`src/rtl/corescore_bridge_pkg.sv`:
```
// Shared types, constants and the round-robin search for the stream-to-UART bridge.
// Latency: n/a (package only).
// Backpressure: n/a (package only).
package corescore_bridge_pkg;

    // Arbiter states: scan for a channel, optionally emit a tag byte, forward the message.
    typedef enum logic [1:0] {
        IDLE = 2'd0,
        HDR  = 2'd1,
        DATA = 2'd2
    } state_t;

    // ASCII '0'; the header byte is HDR_BASE + channel index.
    localparam logic [7:0] HDR_BASE = 8'h30;

    // Upper bound on channels. A single ASCII digit can only tag ten channels.
    localparam int MAX_CH = 10;
    localparam int CH_W   = 4;

    // Round-robin search: the first set bit of vld at or after start, wrapping at nch.
    // The result is {hit, index}. When nothing is valid, hit is 0 and index is 0.
    function automatic logic [CH_W:0] rr_search(
        input logic [MAX_CH-1:0] vld,
        input logic [CH_W-1:0]   start,
        input int                nch
    );
        logic [CH_W:0] res;
        int            idx;
        res = '0;
        for (int i = 0; i < MAX_CH; i++) begin
            if (i < nch && !res[CH_W]) begin
                idx = (int'(start) + i) % nch;
                if (vld[idx[CH_W-1:0]]) begin
                    res = {1'b1, idx[CH_W-1:0]};
                end
            end
        end
        return res;
    endfunction

endpackage

```
`src/rtl/corescore_bridge_fifo.sv`:
```
// Byte FIFO between the arbiter and the sink register. It has a combinational head read.
// Latency: a push is visible at dout and in level the cycle after the write edge.
// Backpressure: a push while full or a pop while empty is ignored; full and empty come from the registered level.
// Ports: clk/rst_n (async active-low), push/din write side, pop/dout read side,
//        full/empty flags, level = occupancy 0..DEPTH.
module corescore_bridge_fifo
    import corescore_bridge_pkg::*;
#(
    parameter  int DEPTH = 64,
    parameter  int WIDTH = 8,
    localparam int AW    = $clog2(DEPTH)
) (
    input  logic             clk,
    input  logic             rst_n,
    input  logic             push,
    input  logic [WIDTH-1:0] din,
    input  logic             pop,
    output logic [WIDTH-1:0] dout,
    output logic             full,
    output logic             empty,
    output logic [AW:0]      level
);

    logic [WIDTH-1:0] mem [DEPTH];
    logic [AW-1:0]    wr_ptr;
    logic [AW-1:0]    rd_ptr;
    logic             do_push;
    logic             do_pop;

    assign full    = (level == (AW+1)'(DEPTH));
    assign empty   = (level == '0);
    assign do_push = push && !full;
    assign do_pop  = pop && !empty;
    assign dout    = mem[rd_ptr];

    // The storage has no reset. Clearing the pointers is enough to discard its contents.
    always_ff @(posedge clk) begin
        if (do_push) begin
            mem[wr_ptr] <= din;
        end
    end

    // DEPTH is a power of two, so the pointers wrap without a compare.
    always_ff @(posedge clk or negedge rst_n) begin
        if (!rst_n) begin
            wr_ptr <= '0;
            rd_ptr <= '0;
            level  <= '0;
        end else begin
            if (do_push) begin
                wr_ptr <= wr_ptr + 1'b1;
            end
            if (do_pop) begin
                rd_ptr <= rd_ptr + 1'b1;
            end
            case ({do_push, do_pop})
                2'b10:   level <= level + 1'b1;
                2'b01:   level <= level - 1'b1;
                default: level <= level;
            endcase
        end
    end

endmodule

```
`src/rtl/corescore_stream_uart_bridge.sv`:
```
// Bridge from NCH AXI byte streams to a UART-style byte sink. Arbitration is message-atomic round robin, with an optional ASCII channel tag.
// Latency: the earliest sink strobe is 2 cycles after a byte is accepted; arbitration costs 1 idle cycle (+1 with header).
// Backpressure: o_tready drops when the FIFO is full; the sink throttles through i_sink_ena, one byte per enabled cycle.
// Ports: i_clk/i_rst_n (async active-low); i_tdata/i_tlast/i_tvalid/o_tready per-channel streams,
//        channel c on i_tdata[8c+7:8c]; i_sink_ena/o_sink_dat/o_sink_val sink side; o_level FIFO occupancy.
module corescore_stream_uart_bridge
    import corescore_bridge_pkg::*;
#(
    parameter  int NCH    = 4,
    parameter  int DEPTH  = 64,
    parameter  int HDR_EN = 0,
    localparam int AW     = $clog2(DEPTH)
) (
    input  logic             i_clk,
    input  logic             i_rst_n,
    input  logic [NCH*8-1:0] i_tdata,
    input  logic [NCH-1:0]   i_tlast,
    input  logic [NCH-1:0]   i_tvalid,
    output logic [NCH-1:0]   o_tready,
    input  logic             i_sink_ena,
    output logic [7:0]       o_sink_dat,
    output logic             o_sink_val,
    output logic [AW:0]      o_level
);

    state_t            state_q, state_d;
    logic [CH_W-1:0]   grant_q, grant_d;
    logic [CH_W-1:0]   rr_q, rr_d;
    logic [MAX_CH-1:0] vld_ext;
    logic [CH_W:0]     pick;

    logic              sel_vld;
    logic              sel_last;
    logic [7:0]        sel_dat;

    logic              push;
    logic [7:0]        push_dat;
    logic              pop;
    logic [7:0]        fifo_dout;
    logic              full;
    logic              empty;

    corescore_bridge_fifo #(
        .DEPTH (DEPTH),
        .WIDTH (8)
    ) u_fifo (
        .clk   (i_clk),
        .rst_n (i_rst_n),
        .push  (push),
        .din   (push_dat),
        .pop   (pop),
        .dout  (fifo_dout),
        .full  (full),
        .empty (empty),
        .level (o_level)
    );

    // The granted channel's stream, selected by compare so the index width is independent of NCH.
    always_comb begin
        sel_vld  = 1'b0;
        sel_last = 1'b0;
        sel_dat  = '0;
        for (int c = 0; c < NCH; c++) begin
            if (grant_q == CH_W'(c)) begin
                sel_vld  = i_tvalid[c];
                sel_last = i_tlast[c];
                sel_dat  = i_tdata[8*c +: 8];
            end
        end
    end

    // Ready comes from the registered state and level only. It never loops back from i_tvalid.
    always_comb begin
        o_tready = '0;
        for (int c = 0; c < NCH; c++) begin
            o_tready[c] = (state_q == DATA) && !full && (grant_q == CH_W'(c));
        end
    end

    always_comb begin
        state_d  = state_q;
        grant_d  = grant_q;
        rr_d     = rr_q;
        push     = 1'b0;
        push_dat = sel_dat;
        vld_ext  = '0;
        vld_ext[NCH-1:0] = i_tvalid;
        pick     = rr_search(vld_ext, rr_q, NCH);

        case (state_q)
            IDLE: begin
                if (pick[CH_W]) begin
                    grant_d = pick[CH_W-1:0];
                    state_d = (HDR_EN != 0) ? HDR : DATA;
                end
            end
            HDR: begin
                if (!full) begin
                    push     = 1'b1;
                    push_dat = HDR_BASE + 8'(grant_q);
                    state_d  = DATA;
                end
            end
            DATA: begin
                // The grant is held until tlast, even if the channel drops valid mid-message.
                if (sel_vld && !full) begin
                    push = 1'b1;
                    if (sel_last) begin
                        rr_d    = (grant_q == CH_W'(NCH-1)) ? '0 : grant_q + 1'b1;
                        state_d = IDLE;
                    end
                end
            end
            default: state_d = IDLE;
        endcase
    end

    always_ff @(posedge i_clk or negedge i_rst_n) begin
        if (!i_rst_n) begin
            state_q <= IDLE;
            grant_q <= '0;
            rr_q    <= '0;
        end else begin
            state_q <= state_d;
            grant_q <= grant_d;
            rr_q    <= rr_d;
        end
    end

    // The UART takes a byte the cycle after it raised its enable, so the strobe lags the pop by one cycle.
    assign pop = i_sink_ena && !empty;

    always_ff @(posedge i_clk or negedge i_rst_n) begin
        if (!i_rst_n) begin
            o_sink_val <= 1'b0;
            o_sink_dat <= '0;
        end else begin
            o_sink_val <= pop;
            if (pop) begin
                o_sink_dat <= fifo_dout;
            end
        end
    end

endmodule

```
`config.mk`:
```
export PLATFORM = sky130hd
export DESIGN_NAME = corescore_stream_uart_bridge
export DESIGN_NICKNAME = d
export VERILOG_FILES = /design/src/rtl/corescore_bridge_pkg.sv /design/src/rtl/corescore_bridge_fifo.sv /design/src/rtl/corescore_stream_uart_bridge.sv
export SDC_FILE = /design/constraint.sdc
export NUM_CORES = 1
export LEC_CHECK = 0
export BUFFER_PORTS_ARGS = -buffer_cell sky130_fd_sc_hd__clkbuf_2
export CORE_UTILIZATION = 60
export CTS_CLUSTER_DIAMETER = 80
export DETAILED_ROUTE_END_ITERATION = 7
export PLACE_DENSITY = 0.74
export RECOVER_POWER = 100
export SLEW_MARGIN = 25
export SYNTH_ARGS = -nofsm -noshare
export SYNTH_HDL_FRONTEND = slang
export SYNTH_HIERARCHICAL = 1
export SYNTH_SLANG_ARGS = --single-unit
```
`constraint.sdc`:
```
create_clock -name i_clk -period 12.85 [get_ports i_clk]
set_input_delay 2.57 -clock i_clk [delete_from_list [all_inputs] [get_ports i_clk]]
set_output_delay 2.57 -clock i_clk [all_outputs]
set_load 0.1 [all_outputs]
```
After elaboration in Yosys (flattened, before gate mapping)
Memory sizes are Yosys's and may differ from the RTL's. A register that Yosys moved wholly into a read port is not among the register bits.
Cells that the tools add are included.

storage, ports and cells
  memories = 1
  input bits = 43
  output and inout port bits = 20
  register bits after elaboration = 28
  logic and storage cells = 99
  RAM bits = 512

operators by class
  reductions and logical operators = 22
  bitwise gates (word level) = 3
  add/sub/neg operators = 9
  multiplexer cells = 41
  equality and inequality tests = 12
  magnitude comparators = 4

memories
  memory      words  bits a word  read ports  clocked after Yosys merged registers in  write ports  line                         source
  u_fifo.mem  64     8            1           1                                        1            corescore_bridge_fifo.sv:24  logic [WIDTH-1:0] mem [DEPTH];

operators with widths
  cell                                                 number
  two-way mux 8 bit                                    6
  two-way mux 5 bit                                    7
  two-way mux 1 bit                                    16
  < comparator 4 x 5 -> 1 bit, second input constant   3
  case mux 7 bit (2 select lines)                      1
  adder 6 x 1 -> 6 bit, second input constant          2
  two-way mux 2 bit                                    5
  binary-select mux 1 bit (select 3 bit)               3
  logical AND 1 bit                                    9
  equality test 4 x 2 -> 1 bit, second input constant  2
  adder 6 x 4 -> 7 bit, first input constant           1
  adder 7 x 1 -> 7 bit, second input constant          1
  equality test 7 bit, second input constant           1
  logical NOT 7 bit                                    1
  subtractor 7 x 1 -> 7 bit, second input constant     1
  != test 2 bit, second input constant                 3
  case mux 2 bit (3 select lines)                      1
  OR reduction 2 bit                                   3
  < comparator 2 x 5 -> 1 bit, second input constant   1
  adder 2 x 1 -> 2 bit, second input constant          2
  adder 2 bit, second input constant                   2
  equality test 2 x 1 -> 1 bit, second input constant  2
  equality test 2 bit, second input constant           2
  equality test 4 x 1 -> 1 bit, second input constant  1
  other kinds (11)                                     15

Depth between registers and ports, before layout
Gate-level depths: netlist (run 1).

  depth after elaboration = 13
  mapped depth = 17
  gate-level depth less buffers = 17

Modules after synthesis
The synthesis (run 1) kept the hierarchy.

by module, submodules not included
  module                        times used  cells each  area each (µm²)  sequential area each (µm²)
  corescore_bridge_fifo         1           1058        20990.1          15850.2
  corescore_stream_uart_bridge  1           123         1048.5           350.3

Worst setup path before layout (run 1)
Ideal clock, no wire load.

  path kind = input to register
  start = in i_tdata[5]
  end = mem u_fifo.mem[0][5] (data pin)
  library setup time = 0.702 ns
  data required time = 12.148 ns
  setup slack = 6.793 ns
  cell stages on the path = 4
  path buffers = 0
  data arrival time = 5.356 ns
  path through = nand3b_1 a21oi_1 a21oi_1 o21ai_0

on the way
  word-level cells in the longest chain between the ends = 6

ends and longest elaborated chain
  element                           line                                source
  start: declaration                corescore_stream_uart_bridge.sv:16  input logic [NCH*8-1:0] i_tdata,
  two-way mux 8 bit * (4 in a row)  corescore_stream_uart_bridge.sv:64  if (grant_q == CH_W'(c)) begin
  two-way mux 8 bit                 corescore_stream_uart_bridge.sv:98  if (!full) begin
  two-way mux 8 bit *               corescore_stream_uart_bridge.sv:90  case (state_q)
  net push_dat[5]                   corescore_stream_uart_bridge.sv:37  logic [7:0] push_dat;
  end: declaration                  corescore_bridge_fifo.sv:24

The timed path passes the listed nets; every way through them passes the cells marked *.

==> flow_metrics.py, run 1 <==
metrics = {
    "timing": {
        "fin_ws_ps": 4820,
        "period_needed_ps": 8030,
        "setup-violations-final": 0,
        "rsz0062_at_grt": "no",
        "worstMarginPinSlew_ps": 4030,
        "tns_ps": 0,
        "max-slew-margin-rel": -1.69,
        "finalClockSkew_ps": 17.4,
        "final_max_slew_viol_count": 660,
        "period_share": 0.625,
        "fmax_ghz": 0.125,
        "hold_viol_final": 0,
    },
    "finish": {
        "fin_nets": 1305,
        "layout-drive-gt1-share": 0.200,
        "diodes": 0,
        "area_growth_pct": 11.1,
        "regArea_um2": 16200,
        "multi_input_area_um2": 5510,
        "fillers": 2205,
    },
    "cts": {
        "post_cts_buffers": 0,
        "htreeDepth": 2,
        "clk_latency_ps": 590,
        "clock-sinks": 545,
        "cts_made_buffers": 52,
        "cts_resized": 0,
        "cts_tree": "built",
        "clk_pin_slew_ps": 60,
        "postCtsHoldBufs": 0,
        "cts_root_buf": "clkbuf_16",
        "clock_path_buffers": 3,
    },
    "critical_path": {
        "max_stage_delay_ps": 2940,
        "end_kind": "flop",
        "critPathKind": "reg -> reg",
        "r2r-start": "u_fifo/rd_ptr[1]",
        "path_delay_family": "buffers and inverters",
        "critPathRequiredTime_ps": 13360,
        "arrival_ps": 8540,
        "slowest_stage": "clkbuf_1",
        "cp_num_buf_inv": 1,
        "worstPathCellList": "clkbuf_1 > nand3_1 > o22a_1 > a41oi_1 > a31oi_1 > nor3_1 > mux2_2",
        "worstPathMaxFanout": 62,
        "cp-start-kind": "flop",
        "reg2reg_to": "o_sink_dat[5]",
        "r2r_cells": 7,
        "r2r_slack_ps": 4820,
    },
    "pwr": {
        "p_sw_frac": 0.362,
        "pwr-share-comb": 0.348,
        "pwr-share-clk": 0.244,
        "p_leak_nw": 8.09,
        "ir_drop_mv": 0.515,
        "internal-power_w": 0.00415,
        "power_density_nw_per_um2": 266,
        "power_frac_seq": 0.408,
        "p_sw_w": 0.00235,
    },
    "placement": {
        "gp_congestion": 0.880,
        "dp.final_hpwl_mm": 29.3,
        "port_buffers": 62,
        "place_ws_ps": 6990,
    },
    "die": {
        "io_pins": 63,
        "die_area_um2": 37500,
        "rows": 69,
        "dieWidth_um": 194,
        "die_y_um": 194,
        "initial_core_util": 0.615,
        "fp.coreArea_um2": 35800,
    },
    "yosys": {
        "async_reset_ff_frac": 0.0606,
        "syn_inst": 1181,
        "syn_avg_cell_area_um2": 18.7,
        "synth_edf_count": 512,
        "ys_ff_latch": 545,
        "syn_nets": 1237,
        "synth-seq-area-share": 0.735,
        "yosys_warnings": 6,
        "synth_flop_cell": "edfxtp_1",
        "synthesis.area_um2": 22000,
        "synth.distinct_cells": 63,
    },
    "run_status": {
        "violations": "capacitance limit, slew limit",
        "status": "complete, but fails checks",
    },
    "grt": {
        "grt_pass1_wl_mm": 73.9,
        "antenna_found_initial": 0,
        "track_usage": 0.270,
        "grt_pass1_vias": 11500,
        "grt_max_degree": 98,
        "gr-total-overflow": 0,
    },
    "drt": {
        "totalWireLength_mm": 49.3,
        "routed_via_density": 6.60,
        "drt_iter0_drc": 1320,
        "wl_per_cell_um": 28.1,
        "antenna_left": 0,
        "remaining_drc_errors": 0,
        "vias": 11600,
        "first_pass_iters": 7,
    },
    "min_path": {
        "min_to": "o_sink_dat[5]",
        "worstHoldStart": "o_sink_dat[5]",
        "hp-class": "reg -> reg",
        "hold_depth": 1,
    },
    "flow_run": {
        "maxCapViolations": 11,
    },
}
-- cells in the mapped netlist (4+ instances only) --
| library cell | count | area [um2] |
|---|---|---|
| nand2_1 | 37 | 139 |
| nand3_1 | 8 | 40.0 |
| nor2_1 | 86 | 323 |
| a211o_1 | 7 | 61.3 |
| xor2_1 | 4 | 35.0 |
| nor2b_1 | 9 | 56.3 |
| nand3b_1 | 13 | 97.6 |
| o221ai_1 | 7 | 61.3 |
| mux2_2 | 16 | 180 |
| xnor2_1 | 10 | 87.6 |
| buf_2 | 22 | 110 |
| dfrtp_1 | 33 | 826 |
| clkbuf_1 | 17 | 63.8 |
| buf_6 | 9 | 101 |
| ha_1 | 12 | 150 |
| buf_1 | 6 | 22.5 |
| a21oi_1 | 29 | 145 |
| mux4_2 | 98 | 2210 |
| inv_1 | 15 | 56.3 |
| edfxtp_1 | 512 | 15400 |
| mux2i_1 | 85 | 851 |
| and2_1 | 8 | 50.1 |
| o41ai_1 | 4 | 35.0 |
| buf_4 | 7 | 52.6 |
| a211oi_1 | 14 | 105 |
| and3_1 | 7 | 43.8 |
| a22oi_1 | 8 | 60.1 |
| o22ai_1 | 25 | 156 |
| o21ai_0 | 16 | 80.1 |
| nand2b_1 | 5 | 31.3 |
-- through the flow --
step                power (W)  std cells  area (um2)   util  hold WS [ps]
floorplan             0.00417       1181       22000      -           478
global placement      0.00484       1656       22800  0.636           491
detailed placement    0.00488       1656       22800  0.636           497
CTS                   0.00645       1754       24600  0.686           520
global route          0.00673       1754       24500  0.684           536
finish                0.00650       1754       24500  0.684           512
-- power by group through the flow --
stage	logic [W]	clock network, W	registers [W]
floorplan	0.00142	0	0.00275
global placement	0.00222	0	0.00262
detailed placement	0.00225	0	0.00263
CTS	0.00226	0.00161	0.00259
global route	0.00239	0.00167	0.00268
finish	0.00226	0.00158	0.00266
-- cell type report --
type                       instances  area share
sequential                       545       0.662
clock inverter                    39      0.0189
clock buffer                      59      0.0542
timing repair buffer              75      0.0145
inverter                          16     0.00245
multi-input combinational        559       0.225
tap                              461      0.0235
-- state kept, by name, indices dropped and copies added, names as in the netlist --
register and count:
u_fifo/wr_ptr 6, u_fifo/rd_ptr 6, rr_q 2, o_sink_dat 8, o_sink_val 1, grant_q 2
u_fifo/level 7, state_q 1, u_fifo/mem 512
-- worst max-delay path by stage --
stage	start	end	slack, ps	depth (start not counted)
3_5_place_dp	i_tvalid[1]	u_fifo/mem[3][3]	6990	9
4_1_cts	i_tvalid[1]	u_fifo/mem[39][6]	7510	8
3_3_place_gp	i_tvalid[1]	u_fifo/mem[23][3]	7080	8
5_1_grt	u_fifo/rd_ptr[1]	o_sink_dat[0]	4400	7
6_report	u_fifo/rd_ptr[1]	o_sink_dat[5]	4820	7
2_1_floorplan	i_tdata[5]	u_fifo/mem[0][5]	6790	4
-- cell usage in the layout (no fill, tap or decap), types with 4 or more instances in the layout --
cell	n
o211ai_1	4
mux2i_1	85
mux2_2	16
ha_1	12
nand3b_1	13
o221ai_1	7
clkbuf_16	52
a211oi_1	15
edfxtp_1	512
a211o_1	7
xor2_1	4
clkbuf_1	39
nand2_1	37
clkinv_1	5
clkbuf_2	40
and3_1	7
and2_1	7
nor2_1	86
dfrtp_1	31
clkinv_2	16
o22ai_1	25
nand2b_1	5
a21oi_1	29
o21ai_0	8
mux4_2	98
nand3_1	8
inv_1	15
a22oi_1	8
bufinv_16	9
xnor2_1	10
o21ai_4	8
nor2b_1	8
o41ai_1	4
-- logic make-up (layout without fill, tap and decap cells) --
| family | after synthesis | after routing | synth area share |
|---|---|---|---|
| flip-flops | 545 | 545 | 0.735 |
| AO/OA/AOI/OAI | 142 | 142 | 0.0442 |
| buffers and inverters | 77 | 189 | 0.0186 |
| XOR/XNOR | 14 | 14 | 0.00556 |
| adder cells (fa/ha/maj) | 13 | 13 | 0.00772 |
| multiplexers | 200 | 200 | 0.148 |
| AND/OR/NAND/NOR | 190 | 190 | 0.0412 |
-- metal layers --
metal / vias to the layer above / global-route usage / routed length (um)
met4: 0 / 0.0901 / 1700
met1: 5934 / 0.400 / 19800
met5: - / 0 / 0
met2: 632 / 0.404 / 22800
li1: 4908 / - / -
met3: 100 / 0.0623 / 5080
No activity file was read; power rests on OpenSTA's default activity.
==> run 2, diff against run 1 <==
--- a/config.mk
+++ b/config.mk
@@ -5,11 +5,12 @@
 export SDC_FILE = /design/constraint.sdc
 export NUM_CORES = 1
 export LEC_CHECK = 0
+export ABC_AREA = 1
 export BUFFER_PORTS_ARGS = -buffer_cell sky130_fd_sc_hd__clkbuf_2
-export CORE_UTILIZATION = 60
+export CORE_UTILIZATION = 56
 export CTS_CLUSTER_DIAMETER = 80
 export DETAILED_ROUTE_END_ITERATION = 7
-export PLACE_DENSITY = 0.74
+export PLACE_DENSITY = 0.73
 export RECOVER_POWER = 100
 export SLEW_MARGIN = 25
 export SYNTH_ARGS = -nofsm -noshare
==> constraint.sdc (replaced) <==
create_clock -name i_clk -period 7.25 [get_ports i_clk]
set_input_delay 1.45 -clock i_clk [delete_from_list [all_inputs] [get_ports i_clk]]
set_output_delay 1.45 -clock i_clk [all_outputs]
set_load 0.1 [all_outputs]
==> run 2 against run 1 <==
Net effect:
- the run still ends with capacitance limit, slew limit left
- sequential share of layout area is 4.3 points lower
- synthesized cell count is 95% higher
- maximum frequency is 51% higher
- global-route usage is 0.73 points higher
- register-to-register slack worse by 2900 ps
- non-clock buffer count is 4 higher
- setup slack worse by 2900 ps
- critical endpoint is now u_fifo/mem[59][4]
- largest cell class unchanged
- largest power group is now combinational logic
- highest routed layer unchanged
==> flow_metrics.py, run 2 <==
metrics = {
    "grt": {
        "grt_pass1_vias": 16200,
        "antenna_found_initial": 0,
        "grt_pass1_wl_mm": 91.1,
        "grt_max_degree": 152,
        "track_usage": 0.278,
        "gr-total-overflow": 0,
    },
    "yosys": {
        "synth_edf_count": 512,
        "syn_avg_cell_area_um2": 10.4,
        "synthAdderAreaFrac": 0.00709,
        "synth.distinct_cells": 39,
        "synth_flop_cell": "edfxtp_1",
        "synthTopCellsByCount": "nand2_1, edfxtp_1, nand3_1",
        "synthMuxAreaShare": 0,
        "synth-xor-area-share": 0.00506,
        "yosys.area.top_type": "edfxtp_1",
        "synthesis.area_um2": 24000,
        "synth-simple-area-share": 0.221,
        "syn_nets": 2362,
        "synth_most_common_cell": "nand2_1",
        "ys_ff_latch": 545,
        "synth-seq-area-share": 0.675,
        "syn_inst": 2306,
        "synthTopCellsByArea": "edfxtp_1, nand2_1, nand3_1",
        "yosys_warnings": 6,
        "yosysTopAreaCellShare": 0.640,
        "synth_compound_area_frac": 0.0303,
        "async_reset_ff_frac": 0.0606,
        "synth_top_family_by_area": "simple AND/OR/NAND/NOR gates",
    },
    "finish": {
        "layout-drive-gt1-share": 0.0700,
        "final_common_cell": "nand2_1",
        "multi_input_area_um2": 6280,
        "regArea_um2": 16200,
        "largestRegisters": "u_fifo/mem x512, o_sink_dat x8, u_fifo/level x7",
        "fillers": 3299,
        "layout_common_cells": "nand2_1, edfxtp_1, nand3_1",
        "largest_reg_flops": 512,
        "fin_nets": 2384,
        "diodes": 0,
        "area_growth_pct": 9.09,
        "top_register": "u_fifo/mem",
    },
    "pwr": {
        "pwr-share-clk": 0.223,
        "internal-power_w": 0.00723,
        "p_sw_w": 0.00527,
        "power_density_nw_per_um2": 477,
        "power_frac_seq": 0.386,
        "pwr-share-comb": 0.391,
        "p_sw_frac": 0.421,
        "p_leak_nw": 10.4,
        "ir_drop_mv": 0.910,
    },
    "timing": {
        "setup-violations-final": 0,
        "finalClockSkew_ps": 11.2,
        "holdWs_ps": 487,
        "period_share": 0.734,
        "worstMarginPinSlew_ps": 4190,
        "tns_ps": 0,
        "max-slew-margin-rel": -1.80,
        "period_needed_ps": 5320,
        "hold_viol_final": 0,
        "fmax_ghz": 0.188,
        "rsz0062_at_grt": "no",
        "final_max_slew_viol_count": 678,
    },
    "die": {
        "initial_core_util": 0.570,
        "fp.coreArea_um2": 42100,
        "dieWidth_um": 209,
        "die_y_um": 209,
        "io_pins": 63,
        "die_area_um2": 43700,
        "rows": 75,
    },
    "drt": {
        "routed_via_density": 5.68,
        "antenna_left": 0,
        "drt_iter0_drc": 1908,
        "first_pass_iters": 6,
        "wl_per_cell_um": 20.4,
        "totalWireLength_mm": 59.4,
        "remaining_drc_errors": 0,
        "vias": 16500,
    },
    "critical_path": {
        "crit_start": "grant_q[1]",
        "cp-start-kind": "flop",
        "arrival_ps": 5120,
        "slowest_stage": "clkbuf_1",
        "critPathKind": "reg -> reg",
        "max_stage_delay_ps": 2890,
        "cp-endpoint": "u_fifo/mem[59][4]",
        "worstPathMaxFanout": 64,
        "r2r_slack_ps": 1930,
        "reg2reg_to": "u_fifo/mem[59][4]",
        "cp_common_cell": "inv_1",
        "worstPathCellList": "inv_1 > ha_1 > inv_1 > nor2_1 > o21ai_0 > o211ai_1 > nand2_2 > clkbuf_1",
        "critPathRequiredTime_ps": 7040,
        "end_kind": "flop",
        "r2r-start": "grant_q[1]",
        "r2r_cells": 8,
    },
    "cts": {
        "postCtsHoldBufs": 0,
        "post_cts_buffers": 0,
        "htreeDepth": 2,
        "clock_path_buffers": 3,
        "cts_made_buffers": 54,
        "clk_latency_ps": 610,
        "clk_pin_slew_ps": 60,
        "cts_resized": 0,
        "cts_tree": "built",
        "clock-sinks": 545,
        "cts_root_buf": "clkbuf_16",
    },
    "placement": {
        "dp.final_hpwl_mm": 34.3,
        "port_buffers": 62,
        "gp_congestion": 0.850,
    },
    "run_status": {
        "status": "complete, but fails checks",
        "violations": "capacitance limit, slew limit",
    },
    "min_path": {
        "hp-class": "reg -> reg",
    },
    "flow_run": {
        "maxCapViolations": 11,
    },
}
==> run 2: changes by cell type in the layout (fill, tap and decap cells not counted), moves of 19 or more <==
cell / before / now
o211ai_1: 4 / 32
nand2_1: 37 / 787
mux4_2: 98 / 0
o21ai_0: 8 / 41
nor2_1: 86 / 163
nand3_1: 8 / 288
nand2_2: 0 / 19
o22ai_1: 25 / 1
inv_1: 15 / 207
a21oi_1: 29 / 48
mux2i_1: 85 / 0
==> run 2: logic make-up after synthesis <==
logic type	after synthesis
AOI/OAI and AO/OA	127
xor gates and xnor gates	13
and+or+nand+nor	1277
buffers and inverters	331
adders and majority gates	13
DFF	545
==> run 2: final cells by class <==
| cell class | count | share of cell area |
|---|---|---|
| clock buffer | 70 | 0.0587 |
| timing repair buffer | 79 | 0.0152 |
| tap | 539 | 0.0258 |
| inverter | 218 | 0.0318 |
| multi-input combinational | 1430 | 0.240 |
| clock inverter | 31 | 0.00975 |
| sequential | 545 | 0.619 |
==> run 2: layer usage <==
layer,track usage,vias up,routed length (um)
met5,0,-,0
met4,0.114,0,2160
met3,0.0514,139,6070
met2,0.441,909,27600
met1,0.380,7789,23600
li1,-,7707,-
==> run 2: worst max-delay path: cells and delay by family, from the launching register on <==
family | cells | cell delay, ps
AOI/OAI and AO/OA | 2 | 300
adders and majority gates | 1 | 320
buffers and inverters | 3 | 3280
DFF | 1 | 390
and+or+nand+nor | 2 | 140
==> run 2: worst min path at each step <==
stage / start / end / slack [ps] / depth (start not counted)
floorplan: state_q[1] / state_q[1] / 440 / 2
global placement: o_sink_dat[6] / o_sink_dat[6] / 460 / 2
detailed placement: state_q[1] / state_q[1] / 470 / 2
CTS: o_sink_dat[4] / o_sink_dat[4] / 490 / 2
global route: state_q[1] / state_q[1] / 510 / 2
finish: o_sink_dat[6] / o_sink_dat[6] / 490 / 2
==> run 2: power by group through the flow <==
| stage | clock, W | combinational (W) | sequential, W |
|---|---|---|---|
| floorplan | 0 | 0.00310 | 0.00490 |
| global route | 0.00294 | 0.00529 | 0.00484 |
| finish | 0.00279 | 0.00489 | 0.00482 |
| detailed placement | 0 | 0.00483 | 0.00477 |
| CTS | 0.00282 | 0.00485 | 0.00470 |
| global placement | 0 | 0.00477 | 0.00476 |
==> run 2: metrics by stage <==
| step | area [um2] | setup slack, ps | total power [W] | utilization | instances |
|---|---|---|---|---|---|
| 2_1_floorplan | 24000 | 2830 | 0.00800 | - | 2306 |
| 3_3_place_gp | 24500 | 3250 | 0.00953 | 0.581 | 2810 |
| 3_5_place_dp | 24500 | 3120 | 0.00960 | 0.582 | 2810 |
| 4_1_cts | 26300 | 3340 | 0.0124 | 0.624 | 2911 |
| 5_1_grt | 26200 | 1690 | 0.0131 | 0.622 | 2912 |
| 6_report | 26200 | 1930 | 0.0125 | 0.622 | 2912 |
